===== config.mk =====
export PLATFORM = sky130hd
export DESIGN_NAME = mos6502_dispatch_core
export DESIGN_NICKNAME = d
export VERILOG_FILES = /design/src/rtl/mos6502_dispatch_core.sv
export SDC_FILE = /design/constraint.sdc
export NUM_CORES = 1
export LEC_CHECK = 0
export BUFFER_PORTS_ARGS = -buffer_cell sky130_fd_sc_hd__buf_2
export CAP_MARGIN = 0
export CORE_MARGIN = 5
export CORE_UTILIZATION = 40
export DETAILED_ROUTE_END_ITERATION = 6
export PLACE_DENSITY = 0.66
export SYNTH_ARGS = -nofsm -noshare
export SYNTH_HDL_FRONTEND = slang
export SYNTH_SLANG_ARGS = --single-unit

===== constraint.sdc =====
create_clock -name PHI0 -period 2.6 [get_ports PHI0]
set_input_delay 0.13 -clock PHI0 [delete_from_list [all_inputs] [get_ports PHI0]]
set_output_delay 0.13 -clock PHI0 [all_outputs]
set_load 0.05 [all_outputs]

===== src/rtl/mos6502_dispatch_core.sv =====
// 6502 cycle sequencer: two-phase clock, opcode latch, instruction-length decode
// and one-hot T-state stepping (T1..T6, T0) with optional page-cross extra cycle.
module mos6502_dispatch_core (
    input  logic       PHI0,
    input  logic       RST,
    input  logic       RDY,
    input  logic       ACR,
    input  logic [7:0] PD,
    output logic       PHI1,
    output logic       PHI2,
    output logic [7:0] IR,
    output logic       FETCH,
    output logic       Z_IR,
    output logic       T0,
    output logic       T1,
    output logic       T2,
    output logic       T3,
    output logic       T4,
    output logic       T5,
    output logic       n_T0,
    output logic       n_T1X,
    output logic       TRES2,
    output logic       n_ready
);

    logic [6:0] r_t;
    logic [2:0] r_idx;
    logic [2:0] r_len;
    logic       r_extra;
    logic [7:0] r_ir;
    logic       r_zir;

    logic [7:0] w_op;
    logic [2:0] w_len_new;
    logic       w_elig;
    logic [2:0] w_next_idx;
    logic       w_next_extra;

    function automatic logic [2:0] f_len(input logic [7:0] op);
        logic [2:0] aaa;
        logic [2:0] bbb;
        logic [1:0] cc;
        aaa = op[7:5];
        bbb = op[4:2];
        cc  = op[1:0];
        f_len = 3'd2;
        if (op == 8'h00) begin
            f_len = 3'd7;
        end else if (op == 8'h20 || op == 8'h40 || op == 8'h60) begin
            f_len = 3'd6;
        end else if (op == 8'h4C || op == 8'h08 || op == 8'h48) begin
            f_len = 3'd3;
        end else if (op == 8'h6C) begin
            f_len = 3'd5;
        end else if (op == 8'h28 || op == 8'h68) begin
            f_len = 3'd4;
        end else if (op[4:0] == 5'b10000) begin
            f_len = 3'd2;
        end else if (op[3:0] == 4'h8 || op[3:0] == 4'hA) begin
            f_len = 3'd2;
        end else if (cc == 2'b01) begin
            case (bbb)
                3'b000:         f_len = 3'd6;
                3'b001:         f_len = 3'd3;
                3'b010:         f_len = 3'd2;
                3'b011, 3'b101: f_len = 3'd4;
                3'b100:         f_len = (aaa == 3'b100) ? 3'd6 : 3'd5;
                default:        f_len = (aaa == 3'b100) ? 3'd5 : 3'd4;
            endcase
        end else if (cc != 2'b11) begin
            case (bbb)
                3'b001:                 f_len = 3'd3;
                3'b011, 3'b101, 3'b111: f_len = 3'd4;
                default:                f_len = 3'd2;
            endcase
            // Read-modify-write: zp 5, abs 6, zp,X 6, abs,X 7.
            if (cc == 2'b10 && aaa != 3'b100 && aaa != 3'b101 && bbb[0]) begin
                f_len = (bbb == 3'b111) ? 3'd7 : f_len + 3'd2;
            end
        end
    endfunction

    assign w_op      = r_zir ? 8'h00 : PD;
    assign w_len_new = f_len(w_op);
    assign w_elig    = (r_ir[1:0] == 2'b01 && r_ir[7:5] != 3'b100 &&
                        (r_ir[4:2] == 3'b100 || r_ir[4:2] == 3'b110 || r_ir[4:2] == 3'b111)) ||
                       (r_ir[7:2] == 6'b101111 && !r_ir[0]);

    always_comb begin
        w_next_idx   = r_idx + 3'd1;
        w_next_extra = r_extra;
        if (r_idx == 3'd0) begin
            w_next_idx   = 3'd1;
            w_next_extra = 1'b0;
        end else if (r_idx == 3'd1) begin
            w_next_idx = (w_len_new == 3'd2) ? 3'd0 : 3'd2;
        end else if (r_extra) begin
            w_next_idx   = 3'd0;
            w_next_extra = 1'b0;
        end else if (r_idx == r_len - 3'd1) begin
            // Page cross on the last cycle inserts one more T-state before T0.
            if (w_elig && ACR) begin
                w_next_extra = 1'b1;
            end else begin
                w_next_idx = 3'd0;
            end
        end
    end

    always_ff @(posedge PHI0) begin
        if (RST) begin
            r_idx   <= 3'd0;
            r_t     <= 7'b0000001;
            r_ir    <= 8'h00;
            r_zir   <= 1'b1;
            r_len   <= 3'd2;
            r_extra <= 1'b0;
        end else if (RDY) begin
            r_idx   <= w_next_idx;
            r_t     <= 7'b0000001 << w_next_idx;
            r_extra <= w_next_extra;
            if (r_idx == 3'd1) begin
                r_ir  <= w_op;
                r_zir <= 1'b0;
                r_len <= w_len_new;
            end
        end
    end

    assign PHI1    = ~PHI0;
    assign PHI2    = PHI0;
    assign IR      = r_ir;
    assign Z_IR    = r_zir;
    assign T0      = r_t[0];
    assign T1      = r_t[1];
    assign T2      = r_t[2];
    assign T3      = r_t[3];
    assign T4      = r_t[4];
    assign T5      = r_t[5];
    assign n_T0    = ~r_t[0];
    assign n_T1X   = ~r_t[1];
    assign FETCH   = r_t[1] & RDY;
    assign TRES2   = r_t[0] & RDY;
    assign n_ready = ~RDY;

endmodule


; Word-level counts from Yosys, hierarchy flattened
; Cells that the tools add are included.
[op_classes]
addsub = 3
n_eq_ne = 34
n_shift = 1
mux = 36
bitwise = 6
n_reduce_logical = 24
[op_table]
columns = cell, count
row1 = two-way mux 3 bit, 25
row2 = "== test 8 x 7 -> 1 bit, second input constant", 6
row3 = "== test 3 bit, second input constant", 7
row4 = "== test 8 x 6 -> 1 bit, second input constant", 2
row5 = one-hot mux 3 bit (5 select lines), 1
row6 = "== test 3 x 2 -> 1 bit, second input constant", 3
row7 = logical OR 1 bit, 9
row8 = "inequality test 3 bit, second input constant", 3
row9 = "== test 4 bit, second input constant", 2
row10 = "== test 8 x 4 -> 1 bit, second input constant", 1
row11 = zero test 8 bit, 1
row12 = two-way mux 8 bit, 1
row13 = logical AND 1 bit, 7
row14 = "== test 3 x 1 -> 1 bit, second input constant", 2
row15 = "== test 6 bit, second input constant", 1
row16 = zero test 3 bit, 2
row17 = two-way mux 1 bit, 6
row18 = one-hot mux 3 bit (2 select lines), 1
row19 = "left shift 1 x 3 -> 6 bit, first input constant", 1
row20 = "== test 5 bit, second input constant", 1
row21 = "== test 2 x 1 -> 1 bit, second input constant", 2
row22 = two-way mux 2 bit, 2
row23 = "inequality test 2 bit, second input constant", 2
row24 = NOT 1 bit, 4
row25 = 10 further kinds, 12
[totals]
reg_bits = 22
input_bits = 12
out_inout_bits = 22

; Logic depth before layout (Yosys ltp)
; Gate-level depths: netlist of the first run.
[logic_depth]
depth_word = 30
depth_mapped = 9
mapped_depth_nobuf = 9

==> results of run 1 <==
[kinds of logic (layout without fill, tap and decap cells)]
group,after synthesis,after routing,share of synthesized area [%]
muxes,4,4,2.84
DFF,22,22,30.3
xor gates and xnor gates,5,5,3.97
buffers and inverters,24,55,7.24
adders and majority gates,4,4,3.45
and+or+nand+nor,83,83,29.2
AOI/OAI and AO/OA,48,48,22.9
[report_power, final]
| part | leakage, nW | switching, mW | internal (mW) |
|---|---|---|---|
| combinational | 0.500 | 0.150 | 0.0676 |
| sequential | 0.179 | 0.0164 | 0.350 |
| clock | 0.0447 | 0.263 | 0.132 |
[cells in the mapped netlist, types with 3 or more instances]
| master | number | area (um^2) |
|---|---|---|
| clkbuf_1 | 6 | 22.5 |
| ha_1 | 4 | 50.1 |
| inv_1 | 12 | 45.0 |
| a31oi_1 | 6 | 37.5 |
| xor2_1 | 3 | 26.3 |
| o31ai_1 | 3 | 22.5 |
| a211oi_1 | 4 | 30.0 |
| nor2_1 | 26 | 97.6 |
| dfxtp_1 | 22 | 440 |
| buf_2 | 3 | 15.0 |
| nand2b_1 | 4 | 25.0 |
| a21oi_1 | 20 | 100 |
| nor3_1 | 7 | 35.0 |
| nand3b_1 | 4 | 30.0 |
| nor2b_1 | 3 | 18.8 |
| nand2_1 | 25 | 93.8 |
| mux2i_1 | 3 | 30.0 |
[area by class of cell]
cell class                 count  area [um^2]
clock buffer                   8         55.1
tap                           46         57.6
clock inverter                 2         8.76
inverter                      12         45.0
timing repair buffer          33          173
fill                         352         1730
sequential                    22          440
multi-input combinational    144          906
[how the worst max path moves through the flow]
stage / to / cells after the start
floorplan: r_idx[1] / 8
CTS: PHI1 / 5
global placement: r_t[3] / 7
detailed placement: r_t[3] / 7
global route: r_idx[1] / 7
finish: r_t[3] / 7
[registers in the layout, summed over array words and instances, names as in the netlist]
name,flops
IR,8
r_t,6
r_idx,3
r_len,3
Z_IR,1
r_extra,1
[metal layers]
| metal | GRT usage [%] | vias to the layer above | wire length, um |
|---|---|---|---|
| li1 | - | 733 | - |
| met3 | 3.44 | 9 | 176 |
| met4 | 5.96 | 0 | 61 |
| met5 | 0 | - | 0 |
| met2 | 20.8 | 51 | 1510 |
| met1 | 21.5 | 648 | 1820 |
[through the flow]
step | power, mW | hold slack, ps | instance area [um^2]
finish | 0.979 | 36.0 | 1690
global route | 1.03 | 68.3 | 1690
CTS | 0.993 | 31.1 | 1690
detailed placement | 0.740 | 338 | 1630
global placement | 0.739 | 338 | 1630
floorplan | 0.685 | 234 | 1450
[repair_timing]
item / 4_1_cts / 5_1_grt
hold buffers: 1 / 0
endpoints found under the setup margin: 0 / 0
endpoints found under the hold margin: 1 / 0
[tightest hold or removal path, stage by stage]
cell      delay (ps)
buf_2            140
nand3b_1         100
a21oi_1           60
==> metrics, run 1 <==
post-DP HPWL 2550 um; Max IR drop VDD 0.000854 V; Hold Vio Cnt, Final 0; synthesized area per cell approximately 7.6 um^2; crit-path leading delay family simple AND/OR/NAND/NOR gates; NumNets Final 238; setup TNS 0 ps; Max Freq 455 MHz; DIE AREA slightly below 0.005 mm^2; clk slew on worst S/H paths between 100 and 150 ps; flop and latch count out of synthesis 22; sequential share of the synthesized area 30.3%; Antenna Diode Count 0; area of the core 0.00342 mm^2; Final min period 2200 ps; drt total wl about 3600 um; static leakage just over 0.7 nW; Cell Count, Final, Fillers Out 267; MaxCap Viol Count 0; Synth Warn # 0; residual DRC count 0; Least-Margin Pin Slew 567 ps; WS Path Type reg -> reg; CP peak stage delay 480 ps; hold depth 3; WP data required 2930 ps; Hold WC Path Type in -> reg; most frequent cells in the layout buf_2 (33), nor2_1 (26), nand2_1 (25); post-CTS resize count 0; R2R setup slack 400 ps; Yosys cell types 47; WL per Instance between 10 and 15 um; post-layout util 49.3%; Skew-Pair Late Insertion Delay 440 ps; setup ws final 402 ps; syn_nets about 210; Worst setup EP type flip-flop; CP arrival 2530 ps; detailed-route vias per instance 5.40; RSZ-0062 raised after global routing no; antenna viol nets, final 0; Slew HR 62.1%; drt first pass iters 4; Critical Path Fanout Max 11; Setup crit start Z_IR; Hold EP IR[7]; Layout area overhead 16.1%; crit-path most repeated cell a211oi_2; Cell Area, Synth 0.00145 mm^2; initial antenna violation count 0; most common cell after layout, fill and taps aside buf_2; Post-Syn Instances 190; post-place setup slack 421 ps; Final GP Congestion around 0.96; HP Start PD[7]; Max Slew Vio Count 0; crit share post-route 84.6%; Total GRT Usage between 10% and 20%; Initial DRC Count 94; vias in the first global route 1292; critical path buffer and inverter count 0; clock skew 8.44 ps; CP Launch Type flip-flop; largest net degree at the start of global routing 23; critical path's slowest cell nor4bb_1; crit-path cells nor4b_4, mux2i_1, a211oi_2, nor4bb_1, a211oi_2, nor2_2, o41ai_2; Setup Buffers After CTS 0; PortBufs 33; Post-synth EDFFs 0; placed cells 259; total grt overflow 0; TritonCTS clock tree built; Reg2Reg Depth 7; Most used DFF post-synth dfxtp_1; reg2reg start Z_IR; layout cells sized above 1 between 20 and 25%; Die Height 70.2 um; die width 70.2 um; io pins 34; r2r endpoint r_t[3]; Vias 1441; status finished clean; Power per Cell Area ~580 mW/mm^2; global-route wire length before repair about 6100 um; setup violators final 0; ys async rst share 0%; initial core utilization 42.5%; row cnt 21
No activity file was read; power rests on OpenSTA's default activity.
==> run 2: changes to the inputs <==
--- a/config.mk
+++ b/config.mk
@@ -10,7 +10,7 @@
 export CORE_MARGIN = 5
 export CORE_UTILIZATION = 40
 export DETAILED_ROUTE_END_ITERATION = 6
-export PLACE_DENSITY = 0.66
+export PLACE_DENSITY = 0.69
 export SYNTH_ARGS = -nofsm -noshare
 export SYNTH_HDL_FRONTEND = slang
 export SYNTH_SLANG_ARGS = --single-unit
==> constraint.sdc (replaced) <==
create_clock -name PHI0 -period 1.85 [get_ports PHI0]
set_input_delay 0.0925 -clock PHI0 [delete_from_list [all_inputs] [get_ports PHI0]]
set_output_delay 0.0925 -clock PHI0 [all_outputs]
set_load 0.05 [all_outputs]
==> run 2 against run 1 <==
  * The flow now finishes with violations (setup timing)
  * Critical path depth unchanged
  * Count of clock-buffer cells in the layout unchanged
  * Clock skew about the same
  * Sequential cell count unchanged
  * Design area up 21%
  * Largest power group unchanged
  * Highest routed layer unchanged
==> metrics, run 2 (synthesis gave the netlist of run 1 again) <==
reg2reg start Z_IR (unchanged); total grt overflow 0 (unchanged); TritonCTS clock tree built (unchanged); R2R setup slack -130 ps (was 400 ps); violated checks setup timing; initial antenna violation count 0 (unchanged); global-route wire length before repair 6990 um (was 6060 um); post-place setup slack -140 ps (was 421 ps); static leakage 0.902 nW (was 0.724 nW); Setup crit start Z_IR (unchanged); Die Height 70.2 um (unchanged); most common cell after layout, fill and taps aside buf_2 (unchanged); clock skew 8.01 ps (was 8.44 ps); WL per Instance 13.8 um (was 13.4 um); Power per Cell Area 727 mW/mm^2 (was 581 mW/mm^2); vias in the first global route 1563 (was 1292); Layout area overhead 40.5% (was 16.1%); antenna viol nets, final 0 (unchanged); setup violators final 5 (was 0); critical path buffer and inverter count 0 (unchanged); Reg2Reg Depth 7 (unchanged); Max IR drop VDD 0.000653 V (was 0.000854 V); drt first pass iters 4 (unchanged); max reg flops 8 (unchanged); MaxCap Viol Count 0 (unchanged); Initial DRC Count 126 (was 94); Hold Vio Cnt, Final 0 (unchanged); CP arrival 2370 ps (was 2530 ps); crit-path leading delay family simple AND/OR/NAND/NOR gates (unchanged); Final min period 1980 ps (was 2200 ps); largest net degree at the start of global routing 23 (unchanged); most frequent cells in the layout buf_2 (34), buf_4 (31), nor2_1 (24) (was buf_2 (33), nor2_1 (26), nand2_1 (25)); CP peak stage delay 400 ps (was 480 ps); Max Freq 506 MHz (was 455 MHz); Total GRT Usage 17.2% (was 14.8%); area of the core 0.00342 mm^2 (unchanged); critical path's slowest cell dfxtp_4 (was nor4bb_1); setup ws final -125 ps (was 402 ps); NumNets Final 271 (was 238); WS Path Type reg -> reg (unchanged); Skew-Pair Late Insertion Delay 440 ps (about the same); WP data required 2240 ps (was 2930 ps); Worst setup EP type flip-flop (unchanged); io pins 34 (unchanged); hold depth 2 (was 3); DIE AREA 0.00493 mm^2 (unchanged); post-DP HPWL 2970 um (was 2550 um); detailed-route vias per instance 5.20 (was 5.40); initial core utilization 42.5% (unchanged); PortBufs 33 (unchanged); layout cells sized above 1 40.9% (was 23.1%); CP Launch Type flip-flop (unchanged); Slew HR 70.2% (was 62.1%); status complete, but fails checks (was finished clean); drt total wl 4130 um (was 3570 um); Critical Path Fanout Max 6 (was 11); HP Start RST (was PD[7]); Antenna Diode Count 0 (unchanged); Hold WC Path Type in -> reg (unchanged); Max Slew Vio Count 0 (unchanged); post-layout util 59.7% (was 49.3%); clk slew on worst S/H paths 140 ps (about the same); Vias 1560 (was 1441); crit-path most repeated cell a211oi_2 (unchanged); crit share post-route 107% (was 84.6%); row cnt 21 (unchanged); residual DRC count 0 (unchanged); Final GP Congestion 0.876 (was 0.959); RSZ-0062 raised after global routing yes (was no); Least-Margin Pin Slew 447 ps (was 567 ps); crit-path cells nor4b_4, mux2i_1, a211oi_2, nor4bb_2, a211oi_2, nor2_2, a22o_1 (was nor4b_4, mux2i_1, a211oi_2, nor4bb_1, a211oi_2, nor2_2, o41ai_2); die width 70.2 um (unchanged); critical path depth 7 (unchanged)
-- run 2: worst reg2reg max path: stages (launching register included) --
cell      delay (ps)
dfxtp_4          400
nor4b_4          250
mux2i_1          270
a211oi_2         100
nor4bb_2         390
a211oi_2         140
nor2_2           190
a22o_1           190
-- run 2: timing repair --
| item | CTS | global route |
|---|---|---|
| buffers inserted | 2 | 0 |
| resized for setup | 14 | 9 |
| hold endpoints to repair | 3 | 0 |
| pin swaps | 10 | 7 |
| endpoints found under the setup margin | 8 | 11 |
| hold buffers | 2 | 0 |
-- run 2: worst paths after layout --
check,to
min,r_idx[2]
max reg2reg,r_t[1]
max,r_t[1]
min reg2reg,r_t[5]
-- run 2: per-stage QoR --
stage | hold slack [ps] | area (um^2) | instances | power [mW] | setup TNS (ps)
floorplan | 196 | 1460 | 190 | 0.963 | -375
global placement | 301 | 1860 | 289 | 1.10 | -367
detailed placement | 301 | 1860 | 289 | 1.10 | -770
finish | 64.4 | 2040 | 300 | 1.48 | -491
CTS | 67.6 | 2000 | 300 | 1.48 | -543
global route | 61.3 | 2040 | 300 | 1.57 | -1090
-- run 2: where the power goes --
part	switching (mW)	total [mW]	internal [mW]	leakage [nW]
Combinational	0.258	0.422	0.164	0.676
Clock	0.365	0.551	0.185	0.0447
Sequential	0.0176	0.511	0.493	0.181
-- run 2: routing by layer --
layer,global-route usage [%],vias up,routed length [um]
met3,4.16,7,227
li1,-,798,-
met1,21.9,712,1880
met5,0,-,0
met4,7.02,0,57
met2,27.7,43,1970
-- run 2: final cells by class --
cell class / instances / area (um^2)
Tap cell: 46 / 57.6
Fill cell: 337 / 1380
Inverter: 12 / 45.0
Clock inverter: 2 / 8.76
Sequential cell: 22 / 452
Clock buffer: 8 / 55.1
Multi-Input combinational cell: 144 / 997
Timing Repair Buffer: 66 / 424
